$ cat src/rtl/seg_pkg.sv
// Shared constants and types for the 7-segment display blocks.
// Segment vectors are active-low, ordered {g,f,e,d,c,b,a}.
package seg_pkg;

    typedef logic [6:0] seg_t;

    localparam seg_t SEG_0     = 7'b1000000;
    localparam seg_t SEG_1     = 7'b1111001;
    localparam seg_t SEG_2     = 7'b0100100;
    localparam seg_t SEG_3     = 7'b0110000;
    localparam seg_t SEG_4     = 7'b0011001;
    localparam seg_t SEG_5     = 7'b0010010;
    localparam seg_t SEG_6     = 7'b0000010;
    localparam seg_t SEG_7     = 7'b1111000;
    localparam seg_t SEG_8     = 7'b0000000;
    localparam seg_t SEG_9     = 7'b0010000;
    localparam seg_t SEG_BLANK = 7'h7F;
    localparam seg_t SEG_DASH  = 7'h3F;

    localparam logic [3:0] AN_OFF = 4'hF;

    // Frame snapshot: everything the decoder is allowed to look at.
    typedef struct packed {
        logic        lz;
        logic [3:0]  dp;
        logic [15:0] bcd;
    } shadow_t;

endpackage

$ cat src/rtl/bcd_to_seg.sv
// BCD nibble to active-low 7-segment pattern; non-decimal codes show a dash.
module bcd_to_seg
    import seg_pkg::*;
(
    input  logic [3:0] nibble,
    output seg_t       seg
);

    always_comb begin
        seg = SEG_DASH;
        case (nibble)
            4'd0: seg = SEG_0;
            4'd1: seg = SEG_1;
            4'd2: seg = SEG_2;
            4'd3: seg = SEG_3;
            4'd4: seg = SEG_4;
            4'd5: seg = SEG_5;
            4'd6: seg = SEG_6;
            4'd7: seg = SEG_7;
            4'd8: seg = SEG_8;
            4'd9: seg = SEG_9;
            default: seg = SEG_DASH;
        endcase
    end

endmodule

$ cat src/rtl/seg_scan_mux.sv
// 4-digit multiplexed 7-segment driver with per-slot blanking, leading-zero
// suppression and a once-per-frame input snapshot. All outputs registered.
module seg_scan_mux
    import seg_pkg::*;
#(
    parameter int REFRESH_DIV  = 100000,
    parameter int BLANK_CYCLES = 1000
) (
    input  logic        clk,
    input  logic        reset,
    input  logic [15:0] bcd_in,
    input  logic [3:0]  dp_in,
    input  logic        lz_blank,
    output logic [3:0]  an,
    output logic [6:0]  cath,
    output logic        dp,
    output logic        frame_start
);

    localparam int CW = (REFRESH_DIV > 1) ? $clog2(REFRESH_DIV) : 1;
    localparam logic [CW-1:0] CNT_MAX = CW'(REFRESH_DIV - 1);

    logic [CW-1:0] cnt_q, cnt_d;
    logic [1:0]    idx_q, idx_d;
    shadow_t       shadow_q, shadow_d;
    logic [3:0]    an_q, an_d;
    seg_t          cath_q, cath_d;
    logic          dp_q, dp_d;
    logic          frame_start_q, frame_start_d;

    logic       snap;
    logic       upper_zero;
    logic       lz_hide;
    logic       blank_ph;
    logic [3:0] nib;
    seg_t       seg_raw;

    bcd_to_seg u_dec (
        .nibble (nib),
        .seg    (seg_raw)
    );

    always_comb begin
        snap     = (cnt_q == '0) && (idx_q == 2'd0);
        cnt_d    = (cnt_q == CNT_MAX) ? '0 : cnt_q + 1'b1;
        idx_d    = (cnt_q == CNT_MAX) ? idx_q + 2'd1 : idx_q;
        shadow_d = shadow_q;
        if (snap) begin
            shadow_d.lz  = lz_blank;
            shadow_d.dp  = dp_in;
            shadow_d.bcd = bcd_in;
        end

        // Decode from the value being latched so a zero-length blank still
        // shows the fresh snapshot on the very first drive cycle.
        nib = shadow_d.bcd[{idx_q, 2'b00} +: 4];

        upper_zero = 1'b1;
        for (int k = 0; k < 4; k++) begin
            if (k >= int'(idx_q) && shadow_d.bcd[k*4 +: 4] != 4'h0)
                upper_zero = 1'b0;
        end
        lz_hide  = shadow_d.lz && (idx_q != 2'd0) && upper_zero;
        blank_ph = int'(cnt_q) < BLANK_CYCLES;

        if (blank_ph || lz_hide) begin
            an_d   = AN_OFF;
            cath_d = SEG_BLANK;
            dp_d   = 1'b1;
        end else begin
            an_d   = ~(4'b0001 << idx_q);
            cath_d = seg_raw;
            dp_d   = ~shadow_d.dp[idx_q];
        end
        frame_start_d = snap;
    end

    always_ff @(posedge clk) begin
        if (reset) begin
            cnt_q         <= '0;
            idx_q         <= 2'd0;
            shadow_q      <= '0;
            an_q          <= AN_OFF;
            cath_q        <= SEG_BLANK;
            dp_q          <= 1'b1;
            frame_start_q <= 1'b0;
        end else begin
            cnt_q         <= cnt_d;
            idx_q         <= idx_d;
            shadow_q      <= shadow_d;
            an_q          <= an_d;
            cath_q        <= cath_d;
            dp_q          <= dp_d;
            frame_start_q <= frame_start_d;
        end
    end

    assign an          = an_q;
    assign cath        = cath_q;
    assign dp          = dp_q;
    assign frame_start = frame_start_q;

endmodule

$ cat config.mk
export PLATFORM = sky130hd
export DESIGN_NAME = seg_scan_mux
export DESIGN_NICKNAME = d
export VERILOG_FILES = /design/src/rtl/seg_pkg.sv /design/src/rtl/bcd_to_seg.sv /design/src/rtl/seg_scan_mux.sv
export SDC_FILE = /design/constraint.sdc
export NUM_CORES = 1
export LEC_CHECK = 0
export ABC_AREA = 1
export CELL_PAD_IN_SITES_DETAIL_PLACEMENT = 1
export CELL_PAD_IN_SITES_GLOBAL_PLACEMENT = 1
export CORE_MARGIN = 4
export CORE_UTILIZATION = 45
export CTS_BUF_LIST = sky130_fd_sc_hd__clkbuf_4
export DETAILED_ROUTE_END_ITERATION = 8
export PLACE_DENSITY = 0.85
export SLEW_MARGIN = 20
export SYNTH_ARGS = -nofsm -noshare
export SYNTH_HDL_FRONTEND = slang
export SYNTH_SLANG_ARGS = --single-unit
$ cat constraint.sdc
create_clock -name clk -period 5.6 [get_ports clk]
set_input_delay 0.56 -clock clk [delete_from_list [all_inputs] [get_ports clk]]
set_output_delay 0.56 -clock clk [all_outputs]
set_load 0.01 [all_outputs]
Word-level counts from Yosys, hierarchy flattened

Memories as Yosys holds them, arrays and structs flattened. A register that Yosys moved wholly into a read port is not among the register bits.
Cells that the tools add are included.

Order comparisons: 5
Divide/modulo/power cells: 0
$add $sub $neg: 2
Shifts and indexed selects: 2
Reductions and logical operators: 16
Equal/unequal tests: 1
Mux-type cells: 7
Multiply operators: 0
Bitwise logic cells: 2

Operator list:

| kind                                                  | number |
|---|---|
| 2-to-1 mux 21 bit                                     | 1 |
| adder 17 x 1 -> 17 bit (second input constant)        | 1 |
| equality test 17 bit (second input constant)          | 1 |
| logical NOT 17 bit                                    | 1 |
| < comparator 17 x 10 -> 1 bit (second input constant) | 1 |
| nonzero test 4 bit                                    | 4 |
| variable part select 16 x 5 -> 4 bit                  | 1 |
| logical AND 1 bit                                     | 6 |
| 2-to-1 mux 1 bit                                      | 5 |
| >= comparator 1 x 2 -> 1 bit (first input constant)   | 2 |
| NOT 4 bit                                             | 1 |
| OR reduction 2 bit                                    | 2 |
| << shifter 1 x 2 -> 4 bit (first input constant)      | 1 |
| < comparator 2 x 3 -> 1 bit (second input constant)   | 1 |
| adder 2 x 1 -> 2 bit (second input constant)          | 1 |
| binary-select mux 1 bit (select 2 bit)                | 1 |
| >= comparator 2 bit (first input constant)            | 1 |
| logical NOT 2 bit                                     | 1 |
| nonzero test 2 bit                                    | 1 |
| logical OR 1 bit                                      | 1 |
| NOT 1 bit                                             | 1 |

Bits in writable memories: 0
Output and inout port bits: 13
Latch bits: 0
ROM bits: 112
Word-level logic and storage cells: 44
Memories kept: 1
Register bits after elaboration: 46

Memory list:

| name             | depth | width | rd ports | clocked after memory_dff | wr ports | RTL line         | source |
|---|---|---|---|---|---|---|---|
| (name not given) | 16    | 7     | 1        | 1                        | 0        | bcd_to_seg.sv:11 | `case (nibble)` |

Depth between registers and ports, before layout

Gate-level depths: netlist of the first run.

Depth after elaboration: 12
Mapped depth: 19
Mapped depth without buffers: 18

Hierarchy

A second synthesis of the first run with hierarchy kept.

Cells, all modules: 379
Area total of the unflattened synthesis: 2,741.4 um2

Modules (own cells, without submodules):

| module       | area each (um2) | cells an instance | sequential area each (um2) | times used |
|---|---|---|---|---|
| seg_scan_mux | 2,555.0         | 344               | 1,061.0                    | 1 |
| bcd_to_seg   | 186.4           | 35                | 0.0                        | 1 |

Worst setup path before layout of the first run

OpenSTA, ideal clock, no wires.

Kind: reg2reg
From: register idx_q[0]
To: register cath_q[3] (netlist: cath[3])
Path buffers: 2
Setup time: 0.142 ns
Path slack: 3.159 ns
Arrival time: 2.300 ns
Clock period less this slack: 2.441 ns
Stages on the path, launching flop included: 16
Path through: dfxtp_1 inv_1 clkbuf_1 ha_1 nand2_1 nor2_2 nand2_1 buf_4 nand2_1 nand3_1 nand3_1 nand2_1 ha_1 nand3_1 nand3_1 nand4_1

Longest elaborated chain between the ends: 12
Elaborated cells between the ends (all ways): 23
Classes of those cells: order compare: 3; shift: 1; mux: 5; reduce/logical: 14

Ends and longest elaborated chain:

| element                        | RTL line           | source |
|---|---|---|
| from (decl)                    | seg_scan_mux.sv:24 | `logic [1:0] idx_q, idx_d;` |
| from (signal assigned)         | seg_scan_mux.sv:89 | `idx_q <= idx_d;` |
| logical NOT 2 bit              | seg_scan_mux.sv:44 | `snap = (cnt_q == '0) && (idx_q == 2'd0);` |
| logical AND 1 bit              | seg_scan_mux.sv:44 |  |
| 2-to-1 mux 21 bit              | seg_scan_mux.sv:48 | `if (snap) begin` |
| nonzero test 4 bit             | seg_scan_mux.sv:60 | `if (k >= int'(idx_q) && shadow_d.bcd[k*4 +: 4] != 4'h0)` |
| logical AND 1 bit              | seg_scan_mux.sv:60 |  |
| 2-to-1 mux 1 bit (4 in series) | seg_scan_mux.sv:60 |  |
| logical AND 1 bit              | seg_scan_mux.sv:63 | `lz_hide = shadow_d.lz && (idx_q != 2'd0) && upper_zero;` |
| logical OR 1 bit               | seg_scan_mux.sv:66 | `if (blank_ph \|\| lz_hide) begin` |
| OR reduction 2 bit (no line)   | n/a                |  |
| to (decl)                      | seg_scan_mux.sv:27 | `seg_t cath_q, cath_d;` |

Several ways; a longest one is shown, not always the timed one.
A chain may end at the register's enable or synchronous reset.

Final worst setup path of the first run

Same ends and word-level chain as after synthesis.

==> results of run 1 <==
==> layout make-up <==
class / count / share of cell area [%]
clock buffers: 8 / 1.83
inverters: 47 / 5.37
multi-input cells: 281 / 46.8
flip-flops and latches: 53 / 32.3
well taps: 75 / 2.85
repair buffers: 36 / 10.9
==> sequential cells by signal (all words and copies together) (netlist names) <==
signal / flops
an: 4
cath: 7
cnt_q: 17
dp: 1
frame_start: 1
idx_q: 2
shadow_q: 21
==> stage by stage <==
step	instance area (µm²)	hold slack [ns]	power (mW)	setup WS [ns]	util, %
6_report	3290	0.485	0.770	2.07	54.5
4_1_cts	3290	0.488	0.771	2.13	54.5
2_1_floorplan	2840	0.441	0.539	3.16	-
5_1_grt	3290	0.516	0.818	1.74	54.5
3_5_place_dp	3230	0.469	0.590	2.15	53.6
3_3_place_gp	3230	0.453	0.583	2.41	53.6
==> layer usage <==
metal / track usage, % / vias to the layer above
li1: - / 1335
met1: 32.0 / 1273
met2: 32.6 / 62
met3: 3.60 / 5
met4: 4.88 / 0
met5: 0 / -
==> worst register-to-register path, stage by stage, from the launching register on <==
cell and delay (ns):
dfxtp_1 0.48, inv_1 0.43, ha_1 0.31, nand2_1 0.12, nor2_2 0.47, nand2_1 0.43
nand2_1 0.23, nand3_1 0.09, nand3_1 0.09, nand2_1 0.15, ha_1 0.32, nand3_1 0.10
nand3_1 0.10, nand4_1 0.08
==> cell usage after synthesis (2+ instances only) <==
cell,count,area share [%]
inv_1,40,5.3
nand3_4,2,1.2
nor2_1,33,4.4
nand3b_1,7,1.9
or2_2,2,0.44
nand3_1,44,7.8
nor2_2,4,0.88
nand3_2,3,1.1
nor2_4,2,0.79
a31oi_1,2,0.44
nor2_8,2,1.4
nor3_1,4,0.71
clkbuf_1,5,0.66
nand2_2,12,2.6
buf_6,2,0.79
nand4_1,19,4.2
nor3_2,2,0.71
nand2_1,95,13
ha_1,11,4.8
a21oi_1,22,3.9
xor2_1,5,1.5
buf_4,3,0.79
inv_2,6,0.79
dfxtp_1,53,37
o21ai_0,3,0.53
==> how the worst max path moves through the flow <==
stage                                startpoint  cells after the start                  to
after floorplan           idx_q[0]$_SDFFE_PP0P_                     15  cath[3]$_SDFF_PP1_
after global placement    idx_q[0]$_SDFFE_PP0P_                     13  cath[3]$_SDFF_PP1_
after detailed placement  idx_q[0]$_SDFFE_PP0P_                     13  cath[3]$_SDFF_PP1_
after CTS                 idx_q[0]$_SDFFE_PP0P_                     13  cath[3]$_SDFF_PP1_
after global routing      idx_q[0]$_SDFFE_PP0P_                     13  cath[3]$_SDFF_PP1_
final                     idx_q[0]$_SDFFE_PP0P_                     13  cath[3]$_SDFF_PP1_
==> kinds of logic after synthesis <==
logic type,after synthesis
AOI/OAI and AO/OA,28
xor gates and xnor gates,6
buffers and inverters,57
adders and majority gates,11
and+or+nand+nor,236
DFF,53
==> report_power, final <==
part           switching [mW]  internal, mW  total, mW  leakage (nW)
logic                   0.116        0.0646      0.180         0.934
clock network           0.121        0.0650      0.186        0.0368
registers             0.00818         0.395      0.403         0.433
total                   0.245         0.525      0.770          1.40
==> impl.org, run 1 <==
** Global routing
- Maximum number of pins on one net before global-route repair :: 25
- Overall global routing resource usage :: 21.6%
- Aggregate global routing overflow :: 0
- The number of antenna violations at the first check in global routing came to 0.
- Number of global-route vias before repair :: around 2700
- Global-route wire length before repair :: 13.2 mm

** Power and ir drop
- Max IR drop VDD :: 0.111 mV
- In this run the power density over the cells is ~230 nW/µm².
- Static power due to leakage :: 1.40 nW

** Clocking
- TritonCTS Buffers :: 5
- Clock-pin slew on the worst setup and hold paths :: 0.15 ns
- In this run the clock root is driven by a clkbuf_4.
- At the later pin of the worst-skew pair, clock insertion delay measures 0.37 ns.
- The number of setup buffers added after CTS is 0.
- Max clock buf depth :: 2
- After clock tree synthesis, the repair step resized 0 gates.
- Maximum level of the CTS H-tree :: 2
- CTS tree :: yes
- The number of hold buffers added after CTS was 0.
- TritonCTS Sinks :: 53

** Critical path
- Top fanout value on the critical path :: 14
- At the worst endpoint, the required time is 5.83 ns.
- Critical Path, Cell by Cell :: inv_1, ha_1, nand2_1, nor2_2, nand2_1, nand2_1, nand3_1, nand3_1, nand2_1, ha_1, nand3_1, nand3_1, nand4_1
- Across all register-to-register paths, the minimum setup slack is 2.07 ns.
- Worst setup path class :: reg2reg
- The worst register-to-register path ends at cath[3]$_SDFF_PP1_.
- Worst Reg2Reg Path Length in Cells :: 13
- Largest delay contributor family on the critical path :: simple AND/OR/NAND/NOR gates
- STA classifies the critical path endpoint as a flop.
- Together, buffers and inverters on the worst path number 1.
- The slowest stage of the critical path is the dfxtp_1 cell.
- Worst stage delay on the critical path :: 0.48 ns
- The worst register-to-register path begins at idx_q[0]$_SDFFE_PP0P_.
- STA puts the critical path data arrival time at between 3 and 4 ns.
- Startpoint type of the worst setup path :: flop

** Route
- Count of nets left with antenna violations after detail routing :: 0
- The routed design has 7.56 mm of wire.
- Detailed route wirelength on metal3 :: about 340 µm
- Dividing the detail-routed wire length by the instance count gives 15.1 µm.
- Summed over all nets, wire length on met2 after detailed routing comes to 3.28 mm.
- Routed signal wires occupy layers up through met4.
- The first routing iteration left 124 violations.
- Vias after detailed routing :: 2675
- In the routed design, unresolved DRC markers number 0.
- For this run, the detailed router's first-pass iteration total came to 4.
- Ratio of routed vias to standard cells :: 5.35
- Met1 layer wirelength in the final routing :: about 3.9 mm

** Yosys
- Of the total synthesized cell area, the portion taken by full adders, half adders and majority gates is 4.85%.
- Dominant combinational cell family by area after synthesis :: simple AND/OR/NAND/NOR gates
- Fraction of synthesized area in multiplexers :: 0%
- Post-synthesis share of cell area spent on xor and xnor gates :: 1.85%
- Synthesis produced 391 cells.
- Total number of yosys warnings :: 0
- The synthesized netlist devotes 5.11% of its cell area to compound gates.
- In this run, distinct cell masters in the synthesized netlist total 33.
- Number of nets in the synthesized netlist :: 425
- Summing the sequential cell areas from Yosys gives a little under two fifths of the chip area.
- EDFF count, synth :: 0
- Mean Syn Cell Area :: 7.26 µm²
- For this run, the leading register cell type out of synthesis is dfxtp_1.
- Of the total synthesized cell area, the portion taken by AND, OR, NAND and NOR gates is 42.4%.
- After synthesis the cells add up to ~2800 µm².
- Counting flops with an async set or reset pin after synthesis yields a share of 0%.
- After synthesis the netlist holds a flip-flop and latch count of 53.

** STA
- Setup repair after global routing left no endpoint under its margin.
- The worst path uses 63.1% of the clock period.
- Endpoints failing setup :: 0
- Achievable frequency :: about 280 MHz
- Setup TNS Final :: 0 ns
- In this run the tightest slew margin relative to its limit is approximately two fifths.
- The number of hold-slack violations in the final timing report is 0.
- Slew at the pin with the worst max-slew slack :: 0.916 ns
- The worst path in the final design needs a cycle of 3.53 ns, including I/O delays and setup.
- Final clock skew :: 0.00997 ns
- Max-slew violation count :: 0

** Place
- Final HPWL from detailed placement :: a little under 6 mm
- Once placement completed, the tool counted placed cells totaling around 490.
- The congestion estimate from routability-driven global placement came to 0.849.
- Count of buffers inserted at the top-level ports :: 35

** Hold path
- In this run the most critical hold path is launched from shadow_q[7]$_SDFF_PP0_.
- Min-delay worst type :: reg2reg
- Along the worst hold path, the cell count comes to 2.
- Worst-case hold path end point :: shadow_q[7]$_SDFF_PP0_

** Layout
- The multi-input combinational cells in the finished layout cover a total of between 1500 and 2000 µm².
- Fill cells :: 786
- Register cell area after layout :: 1060 µm²
- Relative to the synthesized area, the layout overhead comes to 15.8%.
- Number of nets in the layout :: 458
- Most frequent cells in the layout :: 95 x nand2_1, 53 x dfxtp_1, 44 x nand3_1
- The library cell used most frequently in the layout, excluding fill and tap cells, is nand2_1.
- Antenna fix cells :: 0
- Number of cells in the finished layout apart from fillers :: 500
- Cells with a size suffix above 1 make up ~11% of the layout.

** Outcome
- The run finished with clean final reports.

** Die
- The floorplan step defined a die boundary enclosing 7640 µm².
- The total area inside the core boundary comes to about 6000 µm².
- The initial utilization of the core area, before any placement, comes to 47.1%.
- Floorplan row count :: 28
- The floorplan step set the die height to about 90 µm.
- For this design the top-level I/O count stands at 36.
- From left edge to right edge, the die measures 87.4 µm.

** Run
- The tool flagged a number of max-cap violations equal to 0.
No activity file was read; power rests on OpenSTA's default activity.
==> inputs of run 2 (changes only) <==
--- a/config.mk
+++ b/config.mk
@@ -9,10 +9,10 @@
 export CELL_PAD_IN_SITES_DETAIL_PLACEMENT = 1
 export CELL_PAD_IN_SITES_GLOBAL_PLACEMENT = 1
 export CORE_MARGIN = 4
-export CORE_UTILIZATION = 45
+export CORE_UTILIZATION = 42
 export CTS_BUF_LIST = sky130_fd_sc_hd__clkbuf_4
 export DETAILED_ROUTE_END_ITERATION = 8
-export PLACE_DENSITY = 0.85
+export PLACE_DENSITY = 0.8
 export SLEW_MARGIN = 20
 export SYNTH_ARGS = -nofsm -noshare
 export SYNTH_HDL_FRONTEND = slang
==> constraint.sdc (replaced) <==
create_clock -name clk -period 3.4 [get_ports clk]
set_input_delay 0.34 -clock clk [delete_from_list [all_inputs] [get_ports clk]]
set_output_delay 0.34 -clock clk [all_outputs]
set_load 0.01 [all_outputs]
==> run 2 against run 1 <==
Cell area rose by 0.46%. Critical path depth is 2 higher. Largest cell class unchanged. Register-to-register slack lost 1.4 ns.
==> impl.org, run 2 (synthesis results as in run 1) <==
** Power and ir drop
- Combinational cell fraction of total power :: 24.0% (was 23.5%)
- The switching power is 0.402 mW (was 0.245 mW).
- P_int :: 0.835 mW (was 0.525 mW)
- The part of the total power dissipated in sequential elements is 53.6% (was 52.4%).
- The net switching fraction of the power was 32.5% (was 31.8%).
- The leakage power came to 1.41 nW (was 1.40 nW).
- The post-layout total power is 1.24 mW (was 0.770 mW).
- The ratio of total power to cell area was 375 nW/µm² (was 234 nW/µm²).
- Portion of total power attributed to the clock network :: 22.3% (was 24.1%)
- The maximum ir drop on the vdd rail came to 0.199 mV (was 0.111 mV).

** Hold path
- The worst hold path startpoint is shadow_q[9]$_SDFF_PP0_ (was shadow_q[7]$_SDFF_PP0_).
- Min-delay worst type :: reg2reg (unchanged)

** Layout
- Number of flip-flops in the largest register :: 21 (unchanged)
- Area added between synthesis and finish :: 16.3% (was 15.8%)
- Most frequent cells in the layout :: 95 x nand2_1, 53 x dfxtp_1, 44 x nand3_1 (unchanged)
- The register with the most flip-flops is shadow_q (unchanged).
- The total area of multi-input combinational cells came to 1540 µm² (unchanged).
- Most common cell after layout, fill and taps aside :: nand2_1 (unchanged)
- Number of nets in the layout :: 461 (was 458)
- The register area came to 1060 µm² (unchanged).
- Fill cells :: 854 (was 786)
- The number of antenna repair diodes came to 0 (unchanged).
- The share of layout cells above drive strength 1 was 11.2% (was 11.1%).

** Route
- Total wire length after detailed routing :: 7.51 mm (was 7.56 mm)
- The detailed-router iteration count before antenna repair is 4 (unchanged).
- The initial DRC count came to 92 (was 124).
- Ratio of routed vias to standard cells :: 5.17 (was 5.35)
- Vias after detailed routing :: 2611 (was 2675)
- The number of design rule violations left after detail routing is 0 (unchanged).
- The remaining antenna violation count after routing is 0 (unchanged).
- The average routed wire per standard cell is 14.9 µm (was 15.1 µm).

** Clocking
- The clock transition at the registers of the reported paths was 0.16 ns (was 0.15 ns).
- CTS Hold Bufs :: 0 (unchanged)
- The maximum number of buffers from clock root to sink came to 2 (unchanged).
- The count of buffers added by post-CTS timing repair for setup is 0 (unchanged).
- Number of gates resized after CTS :: 0 (unchanged)
- The clock insertion delay at the later pin of the skew report came to 0.38 ns (was 0.37 ns).
- The clock root buffer is clkbuf_4 (unchanged).
- The number of buffers created by CTS came to 5 (unchanged).
- CTS tree :: yes (unchanged)
- The clock sink total came to 53 (unchanged).
- Maximum level of the CTS H-tree :: 2 (unchanged)

** Critical path
- Kind of end point of the critical path :: flop (unchanged)
- Startpoint type of the worst setup path :: flop (unchanged)
- The worst endpoint data arrival time came to 3.02 ns (was 3.76 ns).
- Reg-to-reg critical path startpoint :: idx_q[0]$_SDFFE_PP0P_ (unchanged)
- The kind of critical path is reg2reg (unchanged).
- The highest fanout seen on the critical path was 13 (was 14).
- Data required, critical path :: 3.65 ns (was 5.83 ns)
- Setup crit start :: idx_q[0]$_SDFFE_PP0P_ (unchanged)

** Global routing
- Number of global-route vias before repair :: 2670 (was 2681)
- Number of antenna violations at the first check in global routing :: 0 (unchanged)
- The maximum number of pins on one net before global-route repair is 18 (was 25).
- The global-route wire length before repair came to 13.0 mm (was 13.2 mm).
- The total routing usage reported by global routing is 19.2% (was 21.6%).
- The remaining global-route overflow was 0 (unchanged).

** STA
- The final setup skew came to 0.0110 ns (was 0.00997 ns).
- Setup TNS Final :: 0 ns (unchanged)
- Total count of hold-check failures in the final report :: 0 (unchanged)
- Post-route clock period utilization :: 81.6% (was 63.1%)
- Max transition margin :: 42.1% (was 38.6%)
- The final-report max-slew violation count was 0 (unchanged).
- The time the final worst path needs with I/O delays and setup came to 2.77 ns (was 3.53 ns).
- The maximum achievable frequency was 360 MHz (was 283 MHz).
- Setup repair after global routing missed its margin: false (unchanged).
- Slew at the pin with the worst max-slew slack :: 0.864 ns (was 0.916 ns)
- Endpoints failing setup :: 0 (unchanged)

** Place
- The count of input and output buffers came to 35 (unchanged).
- Placer's final routability congestion estimate :: 0.869 (was 0.849)
- Final HPWL from detailed placement :: 5.90 mm (was 5.83 mm)

** Die
- The initial cell density of the core was 44.0% (was 47.1%).
- Die outline area :: 8140 µm² (was 7640 µm²)
- Horizontal die dimension :: 90.2 µm (was 87.4 µm)
- The number of primary I/O pins was 36 (unchanged).
- The cell row count came to 29 (was 28).
- The area of the core region was 6460 µm² (was 6030 µm²).
- Die Ht :: 90.2 µm (was 87.4 µm)

** Run
- The max-capacitance violation count was 0 (unchanged).

** Outcome
- Status: finished clean (unchanged).
run 2: cell count changes in the layout (fill, tap and decap cells not counted), sizes merged:
cell and delta:
buf +3, clkinv +3, clkbuf -3
run 2: final timing paths:
| check | to | slack, ns | cells after the start |
|---|---|---|---|
| hold / removal | shadow_q[9]$_SDFF_PP0_ | 0.48 | 2 |
| setup / recovery | cath[5]$_SDFF_PP1_ | 0.63 | 15 |
| setup reg to reg | cath[5]$_SDFF_PP1_ | 0.63 | 15 |
| hold reg to reg | shadow_q[9]$_SDFF_PP0_ | 0.48 | 2 |
run 2: metal layers:
| layer | vias to the layer above | global-route usage [%] | routed length (µm) |
|---|---|---|---|
| li1 | 1337 | - | - |
| met3 | 10 | 3.34 | 283 |
| met5 | - | 0 | 0 |
| met4 | 0 | 5.23 | 95 |
| met1 | 1220 | 26.8 | 3810 |
| met2 | 44 | 30.6 | 3320 |
run 2: metrics by stage:
step	cell area, µm²	utilization [%]	instances	hold slack, ns	worst slack [ns]
after floorplan	2840	-	391	0.409	0.959
after global placement	3250	50.3	497	0.453	0.794
after detailed placement	3250	50.3	497	0.467	0.628
after CTS	3300	51.1	505	0.489	0.597
after global routing	3300	51.1	505	0.508	0.306
final	3300	51.1	505	0.485	0.625
run 2: cell type report:
| type | count | share of cell area (%) |
|---|---|---|
| multi-input combinational | 281 | 46.6 |
| sequential | 53 | 32.1 |
| timing repair buffer | 39 | 11.5 |
| inverter | 47 | 5.34 |
| tap | 77 | 2.92 |
| clock buffer | 5 | 1.14 |
| clock inverter | 3 | 0.379 |
run 2: power by group through the flow:
stage | Clock, mW | Combinational [mW] | Sequential (mW)
after floorplan | 0 | 0.213 | 0.674
after global placement | 0 | 0.288 | 0.676
after detailed placement | 0 | 0.299 | 0.678
after CTS | 0.289 | 0.301 | 0.664
after global routing | 0.316 | 0.345 | 0.668
final | 0.276 | 0.298 | 0.664
run 2: worst max-delay path: stages, from the launching register on:
cell and delay (ns):
dfxtp_1 0.63, inv_1 0.11, ha_1 0.25, nand2_1 0.13, nor2_2 0.06, nand2_1 0.34
nand2_1 0.16, nand3_1 0.10, nand3_1 0.08, nand2_1 0.18, inv_1 0.10, ha_1 0.19
inv_1 0.05, nand3_1 0.09, nand3_1 0.09, nand4_1 0.07
